## src/rtl/dmem_arb_pkg.sv

```systemverilog
// dmem_arb_pkg: definitions shared by the data-memory arbiter and the memory.
//   - size codes carried on cpu_size / dma_size / mem_store / mem_load
//   - arbiter FSM state encoding
//   - port indices for the per-port alignment checkers
//   - align_ok(): size/alignment legality rule, also usable by the dmem itself
package dmem_arb_pkg;

    localparam logic [1:0] SZ_WORD = 2'b00;
    localparam logic [1:0] SZ_HALF = 2'b01;
    localparam logic [1:0] SZ_BYTE = 2'b10;
    localparam logic [1:0] SZ_ILL  = 2'b11;

    localparam int NUM_PORTS = 2;
    localparam int PORT_CPU  = 0;
    localparam int PORT_DMA  = 1;

    typedef enum logic {
        ST_ARB  = 1'b0,
        ST_DACK = 1'b1
    } arb_state_t;

    // Word accesses need addr[1:0]==00, halves need addr[0]==0, bytes
    // are always fine and the reserved size code is never legal.
    function automatic logic align_ok(input logic [1:0] size, input logic [1:0] addr_lo);
        logic ok;
        case (size)
            SZ_WORD: ok = (addr_lo == 2'b00);
            SZ_HALF: ok = ~addr_lo[0];
            SZ_BYTE: ok = 1'b1;
            default: ok = 1'b0;
        endcase
        return ok;
    endfunction

endpackage

```

## src/rtl/dmem_align_chk.sv

```systemverilog
// dmem_align_chk: size/alignment legality check for one requester port.
//   size    in  2  access size code (word/half/byte/illegal)
//   addr_lo in  2  low two bits of the byte address
//   ok      out 1  access is legal
module dmem_align_chk
    import dmem_arb_pkg::*;
(
    input  logic [1:0] size,
    input  logic [1:0] addr_lo,
    output logic       ok
);

    assign ok = align_ok(size, addr_lo);

endmodule

```

## src/rtl/dmem_arb.sv

```systemverilog
// dmem_arb: two-port arbiter in front of the single-ported data memory.
// The CPU (MEM stage) has fixed priority; the DMA/loader port is forced
// through after MAX_HOLD consecutive conflict cycles lost to the CPU.
//   clk, reset                      clock, async active-high reset
//   cpu_req/we/size/addr/wdata      CPU request (zero-latency access)
//   cpu_rdata                       load data when CPU granted, else 0
//   cpu_stall                       CPU requested but lost arbitration
//   cpu_misalign                    granted CPU access is illegal
//   dma_req/we/size/addr/wdata      DMA request, held until dma_ack
//   dma_ack, dma_rdata, dma_err     registered completion, data, error
//   mem_wr/store/load/addr/wdata    drive to dmem; mem_rdata comes back
module dmem_arb
    import dmem_arb_pkg::*;
#(
    parameter int MAX_HOLD = 4
) (
    input  logic        clk,
    input  logic        reset,
    input  logic        cpu_req,
    input  logic        cpu_we,
    input  logic [1:0]  cpu_size,
    input  logic [31:0] cpu_addr,
    input  logic [31:0] cpu_wdata,
    output logic [31:0] cpu_rdata,
    output logic        cpu_stall,
    output logic        cpu_misalign,
    input  logic        dma_req,
    input  logic        dma_we,
    input  logic [1:0]  dma_size,
    input  logic [31:0] dma_addr,
    input  logic [31:0] dma_wdata,
    output logic        dma_ack,
    output logic [31:0] dma_rdata,
    output logic        dma_err,
    output logic        mem_wr,
    output logic [1:0]  mem_store,
    output logic [1:0]  mem_load,
    output logic [31:0] mem_addr,
    output logic [31:0] mem_wdata,
    input  logic [31:0] mem_rdata
);

    localparam logic [3:0] HOLD_MAX = 4'(MAX_HOLD);

    arb_state_t  state_reg, state_next;
    logic [3:0]  hold_cnt_reg, hold_cnt_next;
    logic [31:0] dma_rdata_reg;
    logic        dma_err_reg;
    logic        cpu_grant, dma_grant;

    // Per-port legality checks.
    logic [1:0] chk_size    [NUM_PORTS];
    logic [1:0] chk_addr_lo [NUM_PORTS];
    logic       chk_ok      [NUM_PORTS];

    assign chk_size[PORT_CPU]    = cpu_size;
    assign chk_addr_lo[PORT_CPU] = cpu_addr[1:0];
    assign chk_size[PORT_DMA]    = dma_size;
    assign chk_addr_lo[PORT_DMA] = dma_addr[1:0];

    genvar gi;
    generate
        for (gi = 0; gi < NUM_PORTS; gi++) begin : g_chk
            dmem_align_chk u_chk (
                .size    (chk_size[gi]),
                .addr_lo (chk_addr_lo[gi]),
                .ok      (chk_ok[gi])
            );
        end
    endgenerate

    // Next-state / grant logic.
    always_comb begin
        state_next    = state_reg;
        hold_cnt_next = hold_cnt_reg;
        cpu_grant     = 1'b0;
        dma_grant     = 1'b0;
        case (state_reg)
            ST_ARB: begin
                if (dma_req && (!cpu_req || hold_cnt_reg == HOLD_MAX)) begin
                    dma_grant  = 1'b1;
                    state_next = ST_DACK;
                end else begin
                    cpu_grant = cpu_req;
                end
                // Reaching the increment branch implies a conflict the CPU
                // won, and the count is below the limit.
                if (dma_grant || !dma_req) begin
                    hold_cnt_next = 4'd0;
                end else if (hold_cnt_reg != HOLD_MAX) begin
                    hold_cnt_next = hold_cnt_reg + 4'd1;
                end
            end
            ST_DACK: begin
                // The DMA request is still high while it is acknowledged,
                // so it must not be re-granted here.
                cpu_grant  = cpu_req;
                state_next = ST_ARB;
                if (!dma_req) begin
                    hold_cnt_next = 4'd0;
                end
            end
            default: begin
                state_next = ST_ARB;
            end
        endcase
    end

    // Memory-side mux; with no grant the CPU fields are passed through
    // so the address path does not toggle needlessly.
    always_comb begin
        mem_addr  = cpu_addr;
        mem_wdata = cpu_wdata;
        mem_store = cpu_size;
        mem_load  = cpu_size;
        mem_wr    = 1'b0;
        if (dma_grant) begin
            mem_addr  = dma_addr;
            mem_wdata = dma_wdata;
            mem_store = dma_size;
            mem_load  = dma_size;
            mem_wr    = dma_we && chk_ok[PORT_DMA];
        end else if (cpu_grant) begin
            mem_wr    = cpu_we && chk_ok[PORT_CPU];
        end
    end

    assign cpu_stall    = cpu_req && !cpu_grant;
    assign cpu_misalign = cpu_grant && !chk_ok[PORT_CPU];
    assign cpu_rdata    = cpu_grant ? mem_rdata : 32'd0;
    assign dma_ack      = (state_reg == ST_DACK);
    assign dma_rdata    = dma_rdata_reg;
    assign dma_err      = dma_err_reg;

    always_ff @(posedge clk or posedge reset) begin
        if (reset) begin
            state_reg     <= ST_ARB;
            hold_cnt_reg  <= 4'd0;
            dma_rdata_reg <= 32'd0;
            dma_err_reg   <= 1'b0;
        end else begin
            state_reg    <= state_next;
            hold_cnt_reg <= hold_cnt_next;
            if (dma_grant) begin
                dma_rdata_reg <= mem_rdata;
                dma_err_reg   <= !chk_ok[PORT_DMA];
            end
        end
    end

endmodule

```

## config.mk

```make
export PLATFORM = sky130hd
export DESIGN_NAME = dmem_arb
export DESIGN_NICKNAME = d
export VERILOG_FILES = /design/src/rtl/dmem_arb_pkg.sv /design/src/rtl/dmem_align_chk.sv /design/src/rtl/dmem_arb.sv
export SDC_FILE = /design/constraint.sdc
export NUM_CORES = 1
export LEC_CHECK = 0
export CAP_MARGIN = 25
export CORE_AREA = 2 2 119 121
export CTS_BUF_LIST = sky130_fd_sc_hd__clkbuf_4 sky130_fd_sc_hd__clkbuf_8
export CTS_CLUSTER_DIAMETER = 150
export DETAILED_ROUTE_END_ITERATION = 7
export DIE_AREA = 0 0 121 123
export PLACE_DENSITY = 0.64
export SLEW_MARGIN = 20
export SYNTH_ARGS = -nofsm -noshare
export SYNTH_HDL_FRONTEND = slang
export SYNTH_HIERARCHICAL = 1
export SYNTH_SLANG_ARGS = --single-unit
export TNS_END_PERCENT = 50
```

## constraint.sdc

```tcl
create_clock -name clk -period 1.9 [get_ports clk]
set_input_delay 0.19 -clock clk [delete_from_list [all_inputs] [get_ports clk]]
set_output_delay 0.19 -clock clk [all_outputs]
set_load 0.005 [all_outputs]
```

* Word-level counts from Yosys, hierarchy flattened
Index checks and enable logic that the tools add are counted.
** Storage, ports and cells
- Output and inout bits :: 137
- Bits in registers :: 38
** Cells by class
- Bitwise logic cells :: 3
- $add $sub $neg :: 1
- Reductions and logical operators :: 17
- Equal/unequal tests :: 8
- Muxes and demuxes :: 18
** Operator list (count)
- $mux 32 :: 3
- $mux 4 :: 3
- $logic_not 2->1 :: 4
- $pmux 4 s2 :: 1
- $mux 1 :: 6
- $pmux 1 s3 :: 2
- $logic_and 1x1->1 :: 5
- $logic_not 1->1 :: 5
- $add 4x1->4 const B :: 1
- $eq 2x1->1 const B :: 2
- $eq 2x2->1 const B :: 2
- $eq 4x3->1 const B :: 1
- $ne 4x3->1 const B :: 1
- $pmux 1 s2 :: 2
- $ne 3x3->1 const B :: 1
- $not 1->1 :: 3
- $logic_or 1x1->1 :: 2
- $mux 2 :: 1
- $ne 2x2->1 const B :: 1
- $reduce_and 2->1 :: 1

* Longest topological paths before layout
- Depth after elaboration :: 8
- Gate-level depth with buffers :: 8
- Mapped depth without buffers :: 5

* By module
Netlist, hierarchy kept.
** By module, submodules not included
- dmem_arb :: cells an instance 214, area an instance 2691.3 µm², times used 1
- dmem_align_chk :: cells an instance 3, area an instance 25.0 µm², times used 2

* Least setup slack after synthesis
Ideal clock, no wire load.
- Path kind :: register -> output
- From :: reg hold_cnt_reg[0]
- To :: out mem_store[0]
- Buffers on the path :: 3
- Arrival time :: 1754 ps
- Slack :: -44 ps
- Stages on the path, launching flop included :: 9
- Cells stage by stage :: dfrtp_1 inv_1 ha_1 nand3b_4 a21oi_4 buf_8 buf_12 mux2_1 buf_4
** On the way
- Word-level cells in the longest chain between the ends :: 7
** RTL lines
- from (decl) :: RTL line dmem_arb.sv:46 : logic [3:0] hold_cnt_reg, hold_cnt_next;
- from (signal assigned) :: RTL line dmem_arb.sv:143 : hold_cnt_reg <= hold_cnt_next;
- $eq 4x3->1 :: RTL line dmem_arb.sv:80 : if (dma_req && (!cpu_req || hold_cnt_reg == HOLD_MAX)) begin
- $logic_or 1x1->1 :: RTL line dmem_arb.sv:80
- $logic_and 1x1->1 :: RTL line dmem_arb.sv:80
- $mux 1 :: RTL line dmem_arb.sv:80
- $mux 1 (2 in series) :: RTL line dmem_arb.sv:78 : case (state_reg)
- $mux 2
- to (decl) :: RTL line dmem_arb.sv:36 : output logic [1:0] mem_store,
Every way passes these cells. The select of a mux whose other input is x is not followed.

* Final worst setup path
- From :: reg hold_cnt_reg[1]
- To :: out mem_addr[5]
** On the way
- Word-level cells in the longest chain between the ends :: 7
** RTL lines
- $eq 4x3->1 :: RTL line dmem_arb.sv:80
- $logic_or 1x1->1 :: RTL line dmem_arb.sv:80
- $logic_and 1x1->1 :: RTL line dmem_arb.sv:80
- $mux 1 :: RTL line dmem_arb.sv:80
- $mux 1 (2 in series) :: RTL line dmem_arb.sv:78
- $mux 32 :: RTL line dmem_arb.sv:117 : if (dma_grant) begin
- to (decl) :: RTL line dmem_arb.sv:38 : output logic [31:0] mem_addr,
Every way passes these cells. The select of a mux whose other input is x is not followed.

==> reports/metrics.cfg <==
[run_status]
status = complete, but fails checks
violations = setup timing

[floorplanning]
pin_count = 307
start_util = 0.201
core_area_um2 = 13600
die-area_um2 = 14900
dieHeight_um = 123
rows = 43
dieWidth_um = 121

[logic_synthesis]
synth_edf_count = 0
ys_seq_elements = 38
synthFlopType = dfrtp_1
netlist_instances = 220
postSynth.asyncResetShare = 1.00
yosysSeqAreaShare = 0.347
synth.area.top_cells = dfrtp_1 35%, mux2_1 33%, and2_1 7.8%
yosysTopAreaCellShare = 0.347
ys_types = 27
yosysTopAreaCell = dfrtp_1
syn_area_per_cell_um2 = 12.5
syn_nets = 392
syn-cell-area_um2 = 2740
synth_warnings = 6

[layout]
ff_latch_area_um2 = 951
largest_reg_flops = 32
multi_input_area_um2 = 1880
nNetsFinal = 740
antenna_cells = 0
drive_above_1_share = 0.406
final_cells = 749
fill_cells = 1179
syn2layout_area_growth_pct = 158
fin_area_um2 = 7080

[clock_network]
path_clk_slew_ns = 0.08
htree_levels = 2
root_buffer = clkbuf_8
clk_latency_ns = 0.29
cts_buffers = 5
cts.sinks = 38
ctsHoldBuffers = 0
cts_tree = done
cts_buffer_depth = 2

[critical_path]
cp-end-kind = output port
crit_chain = inv_2 > ha_4 > nand3b_4 > a21oi_4 > buf_6 > buf_12 > buf_16 > buf_12 > mux2_4 > buf_6
critPathRequiredTime_ns = 1.71
cp.arrival_ns = 2.06
critPathMaxStageDelay_ns = 0.39
crit_fanout = 5
critPathLaunchType = register
slowest_stage = dfrtp_1
worstSetupPathType = register to output port

[timing]
worst_slack_ns = -0.349
post-route-min-period_ns = 2.25
fin_worst_skew_ns = 0.00322
rsz0062_at_grt = true
timing.final.crit_share = 1.18
maxSlewHeadroom = 0.600
fmax_ghz = 0.445
fin_setup_tns_ns = -29.71
finalHoldViolCount = 0
setup_viol = 135
worst_slew_pin_slew_ns = 0.597
drv_slew = 0

[routing]
drt_pass1_iterations = 6
drc = 0
drt-total-wl_um = 14600
drt_iter0_markers = 132
wire_per_inst_um = 19.5
ant_nets = 0
via_per_inst = 4.35
vias = 3255

[global_routing]
grt_pass1_vias = 3561
grt_max_degree = 28
overflow = 0
antenna_found_initial = 0
grt_pass1_wl_um = 20800
grtUsageTotal = 0.185

[placement]
place_area_um2 = 5970
dp_hpwl_um = 10600
place_congestion = 0.903
portBuffers = 306
place_ws_ns = -0.483
placedCellCount = 706

[min_path]
hold_class = input pin to async pin

[pwr]
totalPowerFinal_uw = 3650
ir_drop_v = 0.000413
power_density_nw_per_um2 = 515
p_leak_uw = 0.00320

[run]
cap_violations = 0

[layout make-up]
type,count,share of cell area
clock buffers,6,0.0117
repair buffers,358,0.545
flip-flops and latches,38,0.134
multi-input cells,160,0.266
well taps,180,0.0318
inverters,5,0.00265
clock inverters,2,0.00848
[per-stage QoR]
step / hold WS (ns) / utilization
2_1_floorplan: 0.325 / -
3_3_place_gp: 0.467 / 0.438
3_5_place_dp: 0.477 / 0.438
4_1_cts: 0.211 / 0.511
5_1_grt: 0.226 / 0.520
6_report: 0.197 / 0.520
[path summary, 6_finish.rpt]
path                                  to       startpoint  slack, ns  cells past startpoint
setup reg to reg           dma_rdata[24]  hold_cnt_reg[1]      -0.15                     11
setup / recovery             mem_addr[5]  hold_cnt_reg[1]      -0.35                     10
hold reg to reg             dma_rdata[1]     dma_rdata[1]       0.49                      1
max in group asynchronous   dma_rdata[0]            reset       1.22                      3
hold / removal             dma_rdata[21]            reset       0.20                      2
min in group clk            dma_rdata[1]     dma_rdata[1]       0.49                      1
[worst max-delay path, delay by kind of cell (launching register included)]
kind,cells,cell delay (ns)
buf+inv,6,0.68
flops,1,0.39
mux,1,0.29
compound gates,1,0.18
fa+ha+maj,1,0.14
simple gates,1,0.09
[synth_stat cells, drive strengths merged, types with 2 or more instances]
cell type,number
o31ai,2
ha,2
nor2b,4
mux2,98
buf,13
dfrtp,38
nand4b,2
and2,34
clkbuf,4
nand2b,3
a31oi,3
inv,5
nand3,2
[cell families after synthesis]
logic type / after synthesis / synth area share
mux: 99 / 0.406
compound gates: 11 / 0.0356
flops: 38 / 0.347
simple gates: 48 / 0.115
fa+ha+maj: 2 / 0.00913
buf+inv: 22 / 0.0876
[power breakdown]
group / internal [uW] / switching [uW] / total [uW]
clock network: 560 / 292 / 852
logic: 1250 / 532 / 1780
registers: 940 / 75.2 / 1020
total: 2750 / 899 / 3650
[metal layers]
metal | track usage | part of all wire | vias to the layer above
li1 | - | - | 1470
met1 | 0.220 | 0.40 | 1559
met2 | 0.312 | 0.46 | 201
met3 | 0.0581 | 0.10 | 25
met4 | 0.0712 | 0.028 | 0
met5 | 0 | 0 | -
[repair_timing]
action	in CTS	in global routing
pin swaps	3	2
setup buffers	28	4
hold endpoints to repair	0	0
gates cloned	7	0
gates resized for setup	481	36
endpoints found under the setup margin	135	136
[cells in the final DEF (no fill, tap or decap), drive strengths merged, types with 3 or more instances in the layout]
cell type      count
buf              122
mux2              98
nor2b              4
a31oi              3
dlygate4sd2       31
and2              34
clkbuf             8
clkdlybuf4s50    203
nand2b             3
inv                4
dfrtp             38
Note: power is estimated with default switching activity, not from simulation.
